`src/rtl/radio_pull_requant_pkg.sv`:
```
// Shared defaults, sample/entry types and the requantisation helper for radio_pull_requant.
// Build option: RADIO_PULL_SAT_EN selects saturation; without it the result wraps.
package radio_pull_pkg;

  localparam int DEF_N_LANES = 8;
  localparam int DEF_IN_W    = 16;
  localparam int DEF_OUT_W   = 8;
  localparam int DEF_SHIFT   = 8;
  localparam int DEF_DEPTH   = 16;
  localparam int DEF_CNT_W   = 16;

  typedef logic signed [DEF_IN_W-1:0]  sample_in_t;
  typedef logic signed [DEF_OUT_W-1:0] sample_out_t;

  typedef struct packed {
    sample_out_t tdata;
    logic        tlast;
  } fifo_entry_t;

  // Round-half-up then shift; 32-bit arithmetic cannot overflow for IN_W <= 30,
  // so it matches an IN_W+1 bit computation. Result is sign-correct in OUT_W bits.
  function automatic logic signed [31:0] requant(input logic signed [31:0] x,
                                                 input int shift, input int outW);
    logic signed [31:0] r;
    r = (x + (32'sd1 <<< (shift - 1))) >>> shift;
`ifdef RADIO_PULL_SAT_EN
    begin
      logic signed [31:0] hi;
      logic signed [31:0] lo;
      hi = (32'sd1 <<< (outW - 1)) - 32'sd1;
      lo = -hi - 32'sd1;
      if (r > hi) r = hi;
      else if (r < lo) r = lo;
    end
`else
    r = (r <<< (32 - outW)) >>> (32 - outW);
`endif
    return r;
  endfunction

endpackage

```
`src/rtl/radio_pull_requant_if.sv`:
```
// Stream, statistics and control bundle between the AD capture streams and radio_pull_requant.
// Handshake: a transfer happens on a clock edge where tvalid && tready; sources here may offer regardless of tready.
interface radio_pull_requant_if
  import radio_pull_pkg::*;
#(
  parameter int N_LANES = DEF_N_LANES,
  parameter int IN_W    = DEF_IN_W,
  parameter int OUT_W   = DEF_OUT_W,
  parameter int CNT_W   = DEF_CNT_W
) ();

  logic [N_LANES-1:0] s_axis_inputI_tvalid;
  logic [N_LANES-1:0] s_axis_inputI_tlast;
  logic [N_LANES-1:0] s_axis_inputI_tready;
  logic [IN_W-1:0]    s_axis_inputI_tdata [N_LANES];

  logic [N_LANES-1:0] s_axis_inputQ_tvalid;
  logic [N_LANES-1:0] s_axis_inputQ_tlast;
  logic [N_LANES-1:0] s_axis_inputQ_tready;
  logic [IN_W-1:0]    s_axis_inputQ_tdata [N_LANES];

  logic [N_LANES-1:0] m_axis_outputI_tvalid;
  logic [N_LANES-1:0] m_axis_outputI_tlast;
  logic [N_LANES-1:0] m_axis_outputI_tready;
  logic [OUT_W-1:0]   m_axis_outputI_tdata [N_LANES];

  logic [N_LANES-1:0] m_axis_outputQ_tvalid;
  logic [N_LANES-1:0] m_axis_outputQ_tlast;
  logic [N_LANES-1:0] m_axis_outputQ_tready;
  logic [OUT_W-1:0]   m_axis_outputQ_tdata [N_LANES];

  logic [CNT_W-1:0]   drop_cnt_I [N_LANES];
  logic [CNT_W-1:0]   drop_cnt_Q [N_LANES];
  logic               overflow;
  logic               stat_clr;

  modport slave (
    input  s_axis_inputI_tvalid, s_axis_inputI_tlast, s_axis_inputI_tdata,
    output s_axis_inputI_tready,
    input  s_axis_inputQ_tvalid, s_axis_inputQ_tlast, s_axis_inputQ_tdata,
    output s_axis_inputQ_tready,
    output m_axis_outputI_tvalid, m_axis_outputI_tlast, m_axis_outputI_tdata,
    input  m_axis_outputI_tready,
    output m_axis_outputQ_tvalid, m_axis_outputQ_tlast, m_axis_outputQ_tdata,
    input  m_axis_outputQ_tready,
    output drop_cnt_I, drop_cnt_Q, overflow,
    input  stat_clr
  );

  modport master (
    output s_axis_inputI_tvalid, s_axis_inputI_tlast, s_axis_inputI_tdata,
    input  s_axis_inputI_tready,
    output s_axis_inputQ_tvalid, s_axis_inputQ_tlast, s_axis_inputQ_tdata,
    input  s_axis_inputQ_tready,
    input  m_axis_outputI_tvalid, m_axis_outputI_tlast, m_axis_outputI_tdata,
    output m_axis_outputI_tready,
    input  m_axis_outputQ_tvalid, m_axis_outputQ_tlast, m_axis_outputQ_tdata,
    output m_axis_outputQ_tready,
    input  drop_cnt_I, drop_cnt_Q, overflow,
    output stat_clr
  );

endinterface

```
`src/rtl/radio_pull_requant_lane.sv`:
```
// One stream of radio_pull_requant: requant register, FWFT FIFO with pointer wrap bit,
// pending-tlast carry and saturating drop counter. RADIO_PULL_SAT_EN acts inside requant().
module radio_pull_lane
  import radio_pull_pkg::*;
#(
  parameter int IN_W  = DEF_IN_W,
  parameter int OUT_W = DEF_OUT_W,
  parameter int SHIFT = DEF_SHIFT,
  parameter int DEPTH = DEF_DEPTH,
  parameter int CNT_W = DEF_CNT_W
) (
  input  logic                   clk_250m,
  input  logic                   reset,
  input  logic                   statClr,
  input  logic                   sTvalid,
  input  logic                   sTlast,
  input  logic signed [IN_W-1:0] sTdata,
  output logic                   sTready,
  output logic                   mTvalid,
  output logic                   mTlast,
  output logic [OUT_W-1:0]       mTdata,
  input  logic                   mTready,
  output logic [CNT_W-1:0]       dropCnt,
  output logic                   overflow
);

  localparam int AW = $clog2(DEPTH);
  localparam logic [AW:0] readyLimit = (AW+1)'(DEPTH - 2);

  typedef struct packed {
    logic [OUT_W-1:0] tdata;
    logic             tlast;
  } entry_t;

  logic signed [31:0] rqFull;
  logic               unusedRqHi;
  logic               rqValid;
  entry_t             rqEntry;
  entry_t             mem [DEPTH];
  entry_t             headEntry;
  entry_t             writeEntry;
  logic [AW:0]        wrPtr;
  logic [AW:0]        rdPtr;
  logic [AW:0]        count;
  logic               full;
  logic               pop;
  logic               doWrite;
  logic               drop;
  logic               pendingLast;

  assign rqFull     = requant(32'(sTdata), SHIFT, OUT_W);
  assign unusedRqHi = ^rqFull[31:OUT_W];

  always_ff @(posedge clk_250m) begin
    if (reset) begin
      rqValid <= 1'b0;
      rqEntry <= '0;
    end else begin
      rqValid <= sTvalid;
      if (sTvalid) begin
        rqEntry.tdata <= rqFull[OUT_W-1:0];
        rqEntry.tlast <= sTlast;
      end
    end
  end

  assign count   = wrPtr - rdPtr;
  assign full    = (wrPtr[AW] != rdPtr[AW]) && (wrPtr[AW-1:0] == rdPtr[AW-1:0]);
  assign mTvalid = (wrPtr != rdPtr);
  assign pop     = mTvalid && mTready;
  // A full FIFO still accepts when the head leaves in the same cycle.
  assign doWrite = rqValid && (!full || pop);
  assign drop    = rqValid && !doWrite;
  // One slot stays reserved for the sample already sitting in the requant register.
  assign sTready = (count <= readyLimit);

  always_comb begin
    writeEntry       = rqEntry;
    writeEntry.tlast = rqEntry.tlast | pendingLast;
  end

  always_ff @(posedge clk_250m) begin
    if (doWrite) mem[wrPtr[AW-1:0]] <= writeEntry;
  end

  always_ff @(posedge clk_250m) begin
    if (reset) begin
      wrPtr       <= '0;
      rdPtr       <= '0;
      pendingLast <= 1'b0;
    end else begin
      if (doWrite) wrPtr <= wrPtr + (AW+1)'(1);
      if (pop)     rdPtr <= rdPtr + (AW+1)'(1);
      if (doWrite)                pendingLast <= 1'b0;
      else if (drop && rqEntry.tlast) pendingLast <= 1'b1;
    end
  end

  always_ff @(posedge clk_250m) begin
    if (reset || statClr) begin
      dropCnt  <= '0;
      overflow <= 1'b0;
    end else if (drop) begin
      overflow <= 1'b1;
      if (dropCnt != '1) dropCnt <= dropCnt + CNT_W'(1);
    end
  end

  assign headEntry = mem[rdPtr[AW-1:0]];
  assign mTdata    = mTvalid ? headEntry.tdata : '0;
  assign mTlast    = mTvalid ? headEntry.tlast : 1'b0;

endmodule

```
`src/rtl/radio_pull_requant.sv`:
```
// Top of the parametrised I/Q pull stage: 2*N_LANES independent requant+FIFO streams.
// Build option: RADIO_PULL_SAT_EN (saturate instead of wrap on requantisation).
module radio_pull_requant
  import radio_pull_pkg::*;
#(
  parameter int N_LANES = DEF_N_LANES,
  parameter int IN_W    = DEF_IN_W,
  parameter int OUT_W   = DEF_OUT_W,
  parameter int SHIFT   = DEF_SHIFT,
  parameter int DEPTH   = DEF_DEPTH,
  parameter int CNT_W   = DEF_CNT_W
) (
  input  logic                  clk_250m,
  input  logic                  reset,
  radio_pull_requant_if.slave   bus
);

  logic [2*N_LANES-1:0] laneOverflow;

  for (genvar g = 0; g < N_LANES; g++) begin : gLane
    radio_pull_lane #(
      .IN_W(IN_W), .OUT_W(OUT_W), .SHIFT(SHIFT), .DEPTH(DEPTH), .CNT_W(CNT_W)
    ) uLaneI (
      .clk_250m (clk_250m),
      .reset    (reset),
      .statClr  (bus.stat_clr),
      .sTvalid  (bus.s_axis_inputI_tvalid[g]),
      .sTlast   (bus.s_axis_inputI_tlast[g]),
      .sTdata   (bus.s_axis_inputI_tdata[g]),
      .sTready  (bus.s_axis_inputI_tready[g]),
      .mTvalid  (bus.m_axis_outputI_tvalid[g]),
      .mTlast   (bus.m_axis_outputI_tlast[g]),
      .mTdata   (bus.m_axis_outputI_tdata[g]),
      .mTready  (bus.m_axis_outputI_tready[g]),
      .dropCnt  (bus.drop_cnt_I[g]),
      .overflow (laneOverflow[2*g])
    );

    radio_pull_lane #(
      .IN_W(IN_W), .OUT_W(OUT_W), .SHIFT(SHIFT), .DEPTH(DEPTH), .CNT_W(CNT_W)
    ) uLaneQ (
      .clk_250m (clk_250m),
      .reset    (reset),
      .statClr  (bus.stat_clr),
      .sTvalid  (bus.s_axis_inputQ_tvalid[g]),
      .sTlast   (bus.s_axis_inputQ_tlast[g]),
      .sTdata   (bus.s_axis_inputQ_tdata[g]),
      .sTready  (bus.s_axis_inputQ_tready[g]),
      .mTvalid  (bus.m_axis_outputQ_tvalid[g]),
      .mTlast   (bus.m_axis_outputQ_tlast[g]),
      .mTdata   (bus.m_axis_outputQ_tdata[g]),
      .mTready  (bus.m_axis_outputQ_tready[g]),
      .dropCnt  (bus.drop_cnt_Q[g]),
      .overflow (laneOverflow[2*g+1])
    );
  end

  assign bus.overflow = |laneOverflow;

endmodule
```
`src/flat_wrapper.sv`:
```
// flat-port wrapper written by rule: the top's interface ports become plain ports
module radio_pull_requant_flat import radio_pull_pkg::*;
#(
  parameter int N_LANES = DEF_N_LANES,
  parameter int IN_W    = DEF_IN_W,
  parameter int OUT_W   = DEF_OUT_W,
  parameter int SHIFT   = DEF_SHIFT,
  parameter int DEPTH   = DEF_DEPTH,
  parameter int CNT_W   = DEF_CNT_W
)
  (clk_250m, reset, bus_s_axis_inputI_tvalid, bus_s_axis_inputI_tlast, bus_s_axis_inputI_tdata, bus_s_axis_inputI_tready, bus_s_axis_inputQ_tvalid, bus_s_axis_inputQ_tlast, bus_s_axis_inputQ_tdata, bus_s_axis_inputQ_tready, bus_m_axis_outputI_tvalid, bus_m_axis_outputI_tlast, bus_m_axis_outputI_tdata, bus_m_axis_outputI_tready, bus_m_axis_outputQ_tvalid, bus_m_axis_outputQ_tlast, bus_m_axis_outputQ_tdata, bus_m_axis_outputQ_tready, bus_drop_cnt_I, bus_drop_cnt_Q, bus_overflow, bus_stat_clr);
  radio_pull_requant_if #(.N_LANES(N_LANES), .IN_W(IN_W), .OUT_W(OUT_W), .CNT_W(CNT_W)) bus_i ();
  input  logic clk_250m;
  input  logic reset;
  input wire logic [$bits(bus_i.s_axis_inputI_tvalid)-1:0] bus_s_axis_inputI_tvalid;
  input wire logic [$bits(bus_i.s_axis_inputI_tlast)-1:0] bus_s_axis_inputI_tlast;
  input wire logic [$bits(bus_i.s_axis_inputI_tdata)-1:0] bus_s_axis_inputI_tdata;
  output wire logic [$bits(bus_i.s_axis_inputI_tready)-1:0] bus_s_axis_inputI_tready;
  input wire logic [$bits(bus_i.s_axis_inputQ_tvalid)-1:0] bus_s_axis_inputQ_tvalid;
  input wire logic [$bits(bus_i.s_axis_inputQ_tlast)-1:0] bus_s_axis_inputQ_tlast;
  input wire logic [$bits(bus_i.s_axis_inputQ_tdata)-1:0] bus_s_axis_inputQ_tdata;
  output wire logic [$bits(bus_i.s_axis_inputQ_tready)-1:0] bus_s_axis_inputQ_tready;
  output wire logic [$bits(bus_i.m_axis_outputI_tvalid)-1:0] bus_m_axis_outputI_tvalid;
  output wire logic [$bits(bus_i.m_axis_outputI_tlast)-1:0] bus_m_axis_outputI_tlast;
  output wire logic [$bits(bus_i.m_axis_outputI_tdata)-1:0] bus_m_axis_outputI_tdata;
  input wire logic [$bits(bus_i.m_axis_outputI_tready)-1:0] bus_m_axis_outputI_tready;
  output wire logic [$bits(bus_i.m_axis_outputQ_tvalid)-1:0] bus_m_axis_outputQ_tvalid;
  output wire logic [$bits(bus_i.m_axis_outputQ_tlast)-1:0] bus_m_axis_outputQ_tlast;
  output wire logic [$bits(bus_i.m_axis_outputQ_tdata)-1:0] bus_m_axis_outputQ_tdata;
  input wire logic [$bits(bus_i.m_axis_outputQ_tready)-1:0] bus_m_axis_outputQ_tready;
  output wire logic [$bits(bus_i.drop_cnt_I)-1:0] bus_drop_cnt_I;
  output wire logic [$bits(bus_i.drop_cnt_Q)-1:0] bus_drop_cnt_Q;
  output wire logic [$bits(bus_i.overflow)-1:0] bus_overflow;
  input wire logic [$bits(bus_i.stat_clr)-1:0] bus_stat_clr;
  assign bus_i.s_axis_inputI_tvalid = bus_s_axis_inputI_tvalid;
  assign bus_i.s_axis_inputI_tlast = bus_s_axis_inputI_tlast;
  assign bus_i.s_axis_inputI_tdata = {>>{bus_s_axis_inputI_tdata}};
  assign bus_s_axis_inputI_tready = bus_i.s_axis_inputI_tready;
  assign bus_i.s_axis_inputQ_tvalid = bus_s_axis_inputQ_tvalid;
  assign bus_i.s_axis_inputQ_tlast = bus_s_axis_inputQ_tlast;
  assign bus_i.s_axis_inputQ_tdata = {>>{bus_s_axis_inputQ_tdata}};
  assign bus_s_axis_inputQ_tready = bus_i.s_axis_inputQ_tready;
  assign bus_m_axis_outputI_tvalid = bus_i.m_axis_outputI_tvalid;
  assign bus_m_axis_outputI_tlast = bus_i.m_axis_outputI_tlast;
  assign bus_m_axis_outputI_tdata = {>>{bus_i.m_axis_outputI_tdata}};
  assign bus_i.m_axis_outputI_tready = bus_m_axis_outputI_tready;
  assign bus_m_axis_outputQ_tvalid = bus_i.m_axis_outputQ_tvalid;
  assign bus_m_axis_outputQ_tlast = bus_i.m_axis_outputQ_tlast;
  assign bus_m_axis_outputQ_tdata = {>>{bus_i.m_axis_outputQ_tdata}};
  assign bus_i.m_axis_outputQ_tready = bus_m_axis_outputQ_tready;
  assign bus_drop_cnt_I = {>>{bus_i.drop_cnt_I}};
  assign bus_drop_cnt_Q = {>>{bus_i.drop_cnt_Q}};
  assign bus_overflow = bus_i.overflow;
  assign bus_i.stat_clr = bus_stat_clr;
  radio_pull_requant #(.N_LANES(N_LANES), .IN_W(IN_W), .OUT_W(OUT_W), .SHIFT(SHIFT), .DEPTH(DEPTH), .CNT_W(CNT_W)) u_core (.clk_250m(clk_250m), .reset(reset), .bus(bus_i));
endmodule
```
`config.mk`:
```
export PLATFORM = sky130hd
export DESIGN_NAME = radio_pull_requant_flat
export DESIGN_NICKNAME = d
export VERILOG_FILES = /design/src/rtl/radio_pull_requant_pkg.sv /design/src/rtl/radio_pull_requant_if.sv /design/src/rtl/radio_pull_requant_lane.sv /design/src/rtl/radio_pull_requant.sv /design/src/flat_wrapper.sv
export SDC_FILE = /design/constraint.sdc
export NUM_CORES = 2
export LEC_CHECK = 0
export BUFFER_PORTS_ARGS = -buffer_cell sky130_fd_sc_hd__buf_4
export CORE_MARGIN = 3
export CORE_UTILIZATION = 44
export DETAILED_ROUTE_END_ITERATION = 8
export GPL_TIMING_DRIVEN = 0
export PLACE_DENSITY_LB_ADDON = 0.12
export REMOVE_ABC_BUFFERS = 1
export SETUP_SLACK_MARGIN = 0.5
export SLEW_MARGIN = 30
export SYNTH_ARGS = -nofsm -noshare
export SYNTH_HDL_FRONTEND = slang
export SYNTH_HIERARCHICAL = 1
export SYNTH_SLANG_ARGS = --single-unit
```
`constraint.sdc`:
```
create_clock -name clk_250m -period 7.95 [get_ports clk_250m]
set_clock_uncertainty 0.2 [all_clocks]
set_input_delay 1.1925 -clock clk_250m [delete_from_list [all_inputs] [get_ports clk_250m]]
set_output_delay 1.1925 -clock clk_250m [all_outputs]
set_load 0.03 [all_outputs]
```
==> flow_results.xml <==
<?xml version="1.0" encoding="UTF-8"?>
<metrics>
  <group name="timing">
    <metric name="finalHoldViolCount" unit="">0</metric>
    <metric name="tightest_slew" unit="ns">1.013</metric>
    <metric name="maxSlewHeadroom" unit="%">32.25</metric>
    <metric name="fmax" unit="MHz">207.7</metric>
    <metric name="slew_violations" unit="">0</metric>
    <metric name="setup_viol" unit="">0</metric>
    <metric name="layout_worst_path_cycle_share" unit="%">60.56</metric>
    <metric name="grt_setup_unrepaired" unit="">false</metric>
    <metric name="layout_min_cycle_time" unit="ns">4.815</metric>
    <metric name="setup_tns" unit="ns">0</metric>
  </group>
  <group name="worst_setup_path">
    <metric name="crit_arrival" unit="ns">3.42</metric>
    <metric name="regToRegSetupSlack" unit="ns">4.73</metric>
    <metric name="timing.setup.critical_path_class" unit="">flip-flop to primary output</metric>
    <metric name="worstReg2RegStart" unit="">u_core/gLane[7].uLaneI/wrPtr[2]</metric>
    <metric name="regToRegEndpoint" unit="">u_core/gLane[7].uLaneI/mem[8][2]</metric>
    <metric name="worstSetupStartpointType" unit="">flip-flop</metric>
    <metric name="crit_required" unit="ns">6.56</metric>
    <metric name="setup.worst_path.end_class" unit="">primary output</metric>
    <metric name="worst-r2r-cell-count" unit="">5</metric>
    <metric name="crit_path_max_fanout" unit="">10</metric>
  </group>
  <group name="floorplanning">
    <metric name="die_x" unit="microns">531.9</metric>
    <metric name="number_of_primary_i_o_pins" unit="">740</metric>
    <metric name="floorplan.die.height" unit="microns">531.9</metric>
    <metric name="rows" unit="">192</metric>
    <metric name="core" unit="sq um">274300</metric>
    <metric name="floorplan.die_area" unit="sq um">282900</metric>
    <metric name="floorplan.initialDensity" unit="%">44.35</metric>
  </group>
  <group name="route">
    <metric name="detailedRoute.firstPassIterationCount" unit="">6</metric>
    <metric name="drtIter0Drc" unit="">5196</metric>
    <metric name="routed_wire_length_per_instance" unit="microns">23.58</metric>
    <metric name="totalWireLength" unit="microns">287600</metric>
    <metric name="drtAntennaViolNets" unit="">0</metric>
    <metric name="routed_vias_inst" unit="">5.547</metric>
    <metric name="via_count" unit="">67680</metric>
    <metric name="drt_drc_violations_left" unit="">0</metric>
  </group>
  <group name="cells_and_area">
    <metric name="nets_finish" unit="">8747</metric>
    <metric name="drive_above_1_share" unit="%">24.84</metric>
    <metric name="layout.filler_cells" unit="">22650</metric>
    <metric name="commonest_cells_after_routing_fill_and_taps_aside" unit="">sky130_fd_sc_hd__edfxtp_1 (2304), sky130_fd_sc_hd__buf_4 (685), sky130_fd_sc_hd__dfxtp_1 (624)</metric>
    <metric name="post_layout_nonfiller_instances" unit="">12200</metric>
    <metric name="syn_to_final_growth" unit="%">16.34</metric>
    <metric name="layout.cells.most_common" unit="">sky130_fd_sc_hd__edfxtp_1</metric>
  </group>
  <group name="power">
    <metric name="p_per_area" unit="nW/um^2">253.4</metric>
    <metric name="max_rail_drop_vdd" unit="uV">170.6</metric>
    <metric name="static-leakage-power" unit="nW">45.75</metric>
  </group>
  <group name="min_path">
    <metric name="min_to" unit="">u_core/gLane[6].uLaneI/overflow</metric>
    <metric name="hold-path-cell-count" unit="">2</metric>
    <metric name="worstHoldPathType" unit="">flip-flop to flip-flop</metric>
    <metric name="holdCritStartpoint" unit="">u_core/gLane[6].uLaneI/overflow</metric>
  </group>
  <group name="cts">
    <metric name="clock-sinks" unit="">2976</metric>
    <metric name="clock_path_buffers" unit="">4</metric>
    <metric name="post_cts.resized_instances" unit="">0</metric>
    <metric name="cts_buffers" unit="">317</metric>
    <metric name="cts_root_buffer" unit="">sky130_fd_sc_hd__clkbuf_16</metric>
    <metric name="tritoncts" unit="">yes</metric>
    <metric name="h-tree-depth" unit="">5</metric>
    <metric name="cts_post_setup_buffers_inserted" unit="">0</metric>
    <metric name="source_to_sink_clock_delay_at_the_later_pin_of_the_worst_skew_pair" unit="ns">0.87</metric>
    <metric name="hold_buffers" unit="">0</metric>
    <metric name="clk_pin_slew" unit="ns">0.06</metric>
  </group>
  <group name="synthesis">
    <metric name="synth_async_sr_flop_share" unit="%">0</metric>
    <metric name="yosysSeqAreaShare" unit="%">67.91</metric>
    <metric name="syn_area_per_cell" unit="sq um">16.09</metric>
    <metric name="synth_cell_type_count" unit="">75</metric>
    <metric name="yosys_register_bits" unit="">2976</metric>
    <metric name="number_of_enable_type_register_cells_in_the_synthesized_netlist" unit="">2304</metric>
    <metric name="syn-instance-count" unit="">7562</metric>
    <metric name="ys.flop_type" unit="">sky130_fd_sc_hd__edfxtp_1</metric>
    <metric name="synthesis.yosys.warnings" unit="">6</metric>
    <metric name="synth_area" unit="sq um">121700</metric>
  </group>
  <group name="global_routing">
    <metric name="grt_first_pass_wirelength" unit="microns">434400</metric>
    <metric name="grt-ovfl-total" unit="">0</metric>
    <metric name="grt_usage" unit="%">19.88</metric>
    <metric name="largest_net_degree_at_the_start_of_global_routing" unit="">92</metric>
    <metric name="grt_pass1_vias" unit="">68460</metric>
    <metric name="antenna_found_initial" unit="">11</metric>
  </group>
  <group name="status">
    <metric name="outcome" unit="">finished, final reports clean</metric>
  </group>
  <group name="placement">
    <metric name="place.detailed.instances" unit="">11610</metric>
    <metric name="port-buffer-count" unit="">627</metric>
    <metric name="detailedPlacementHpwl" unit="microns">193100</metric>
    <metric name="global_placer_s_final_weighted_congestion" unit="">0.8378</metric>
  </group>
  <group name="flow_run">
    <metric name="maxCapViolations" unit="">0</metric>
  </group>
</metrics>
## sequential cells by signal, summed over array words and instances, names as in the netlist, named ones only
register and flops:
u_core/gLane.uLaneQ/mem 1152, u_core/gLane.uLaneQ/rdPtr 40, u_core/gLane.uLaneQ/wrPtr 40, u_core/gLane.uLaneQ/pendingLast 8
u_core/gLane.uLaneQ/rqEntry 72, u_core/gLane.uLaneQ/dropCnt 128, u_core/gLane.uLaneI/mem 1152, u_core/gLane.uLaneQ/overflow 8
u_core/gLane.uLaneQ/rqValid 8, u_core/gLane.uLaneI/wrPtr 40, u_core/gLane.uLaneI/rqEntry 72, u_core/gLane.uLaneI/pendingLast 8
u_core/gLane.uLaneI/overflow 8, u_core/gLane.uLaneI/rdPtr 40, u_core/gLane.uLaneI/rqValid 8, u_core/gLane.uLaneI/dropCnt 128
## worst max path at each step
stage | from | endpoint | slack, ns | depth (start not counted)
CTS | u_core/gLane[6].uLaneQ/wrPtr[2] | bus_m_axis_outputQ_tdata[10] | 3.05 | 6
finish | u_core/gLane[4].uLaneI/wrPtr[2] | bus_m_axis_outputI_tdata[31] | 3.14 | 6
floorplan | flip-flop | bus_m_axis_outputI_tdata[14] | 3.89 | 3
detailed placement | u_core/gLane[6].uLaneQ/wrPtr[2] | bus_m_axis_outputQ_tdata[10] | 4.04 | 6
global placement | reset | u_core/gLane[7].uLaneQ/dropCnt[7] | 0.96 | 4
global route | u_core/gLane[6].uLaneQ/wrPtr[2] | bus_m_axis_outputQ_tdata[10] | 2.85 | 6
## cell usage after synthesis, types with 17 or more instances
cell	instances	share of area, %
sky130_fd_sc_hd__o21ai_0	76	0.31
sky130_fd_sc_hd__clkbuf_1	185	0.57
sky130_fd_sc_hd__inv_1	106	0.33
sky130_fd_sc_hd__a211oi_1	106	0.65
sky130_fd_sc_hd__xnor2_1	228	1.6
sky130_fd_sc_hd__nand2_1	242	0.75
sky130_fd_sc_hd__edfxtp_1	2304	57
sky130_fd_sc_hd__nor3_1	101	0.42
sky130_fd_sc_hd__nor4_1	45	0.23
sky130_fd_sc_hd__nand4_1	159	0.82
sky130_fd_sc_hd__o31ai_1	31	0.19
sky130_fd_sc_hd__mux4_2	576	11
sky130_fd_sc_hd__xor2_1	170	1.2
sky130_fd_sc_hd__nand2b_1	48	0.25
sky130_fd_sc_hd__nand3_1	184	0.76
sky130_fd_sc_hd__and4_1	67	0.48
sky130_fd_sc_hd__a21o_1	28	0.17
sky130_fd_sc_hd__or3_1	87	0.45
sky130_fd_sc_hd__nor2b_1	36	0.19
sky130_fd_sc_hd__ha_1	176	1.8
sky130_fd_sc_hd__nor2_1	734	2.3
sky130_fd_sc_hd__dfxtp_1	672	11
sky130_fd_sc_hd__a21oi_1	185	0.76
sky130_fd_sc_hd__mux2i_1	348	2.9
sky130_fd_sc_hd__or4_1	26	0.16
sky130_fd_sc_hd__o41ai_1	17	0.12
sky130_fd_sc_hd__o311ai_0	17	0.12
sky130_fd_sc_hd__buf_2	98	0.40
sky130_fd_sc_hd__or2_2	33	0.17
sky130_fd_sc_hd__buf_1	31	0.096
sky130_fd_sc_hd__and3_1	23	0.12
sky130_fd_sc_hd__nor4b_1	25	0.18
sky130_fd_sc_hd__o22ai_1	144	0.74
sky130_fd_sc_hd__a311oi_1	21	0.15
## critical path, cell delays in order, from the launching register on
cell and delay, ns:
sky130_fd_sc_hd__dfxtp_1 0.59, sky130_fd_sc_hd__ha_1 0.37, sky130_fd_sc_hd__and4_1 0.28, sky130_fd_sc_hd__nand2_1 0.18
sky130_fd_sc_hd__nand2b_1 0.27, sky130_fd_sc_hd__o22ai_1 0.59, sky130_fd_sc_hd__buf_4 0.27
## layer usage
layer  vias up  wire length (microns)  global-route usage [%]
met5         -                     22                       0
met4         4                   6823                   4.997
li1      31070                      -                       -
met3       369                  18580                   4.172
met1     34430                 125600                   27.78
met2      1798                 136600                   31.88
## cells by family after synthesis
logic type / count (synthesis) / synth area share (%)
DFF: 2976 / 67.91
and+or+nand+nor: 1914 / 8.105
muxes: 925 / 13.53
AOI/OAI and AO/OA: 696 / 3.726
buffers and inverters: 449 / 1.625
xor gates and xnor gates: 410 / 3.025
adders and majority gates: 192 / 2.073
## final cells by class
type,instances,area [sq um],share of cell area [%]
antenna,5,12.51,0.008838
clock buffer,454,9030,6.379
clock inverter,127,1261,0.8909
inverter,106,397.9,0.2811
multi-input combinational,4137,37780,26.69
sequential,2976,82770,58.47
tap,3686,4612,3.258
timing repair buffer,710,5697,4.024
## report_power, final
group	internal [mW]	leakage, nW	switching, mW	total [mW]
Combinational	1.75	14.1	2.08	3.83
Sequential	17.0	26.6	0.543	17.5
Clock	8.49	5.02	6.00	14.5
Total	27.2	45.8	8.63	35.9
## stage by stage
| step | hold WS (ns) | util, % | setup slack, ns | instance area (sq um) | total power [mW] |
|---|---|---|---|---|---|
| after floorplan | 0.2407 | - | 3.892 | 120100 | 20.18 |
| after global placement | 0.2557 | 47.18 | 0.9621 | 129400 | 21.68 |
| after detailed placement | 0.2854 | 47.79 | 4.042 | 131100 | 21.78 |
| after CTS | 0.2469 | 51.54 | 3.045 | 141400 | 36.37 |
| after global routing | 0.3015 | 51.60 | 2.855 | 141600 | 37.28 |
| final | 0.2929 | 51.60 | 3.135 | 141600 | 35.87 |
No activity file was read; power rests on OpenSTA's default activity.
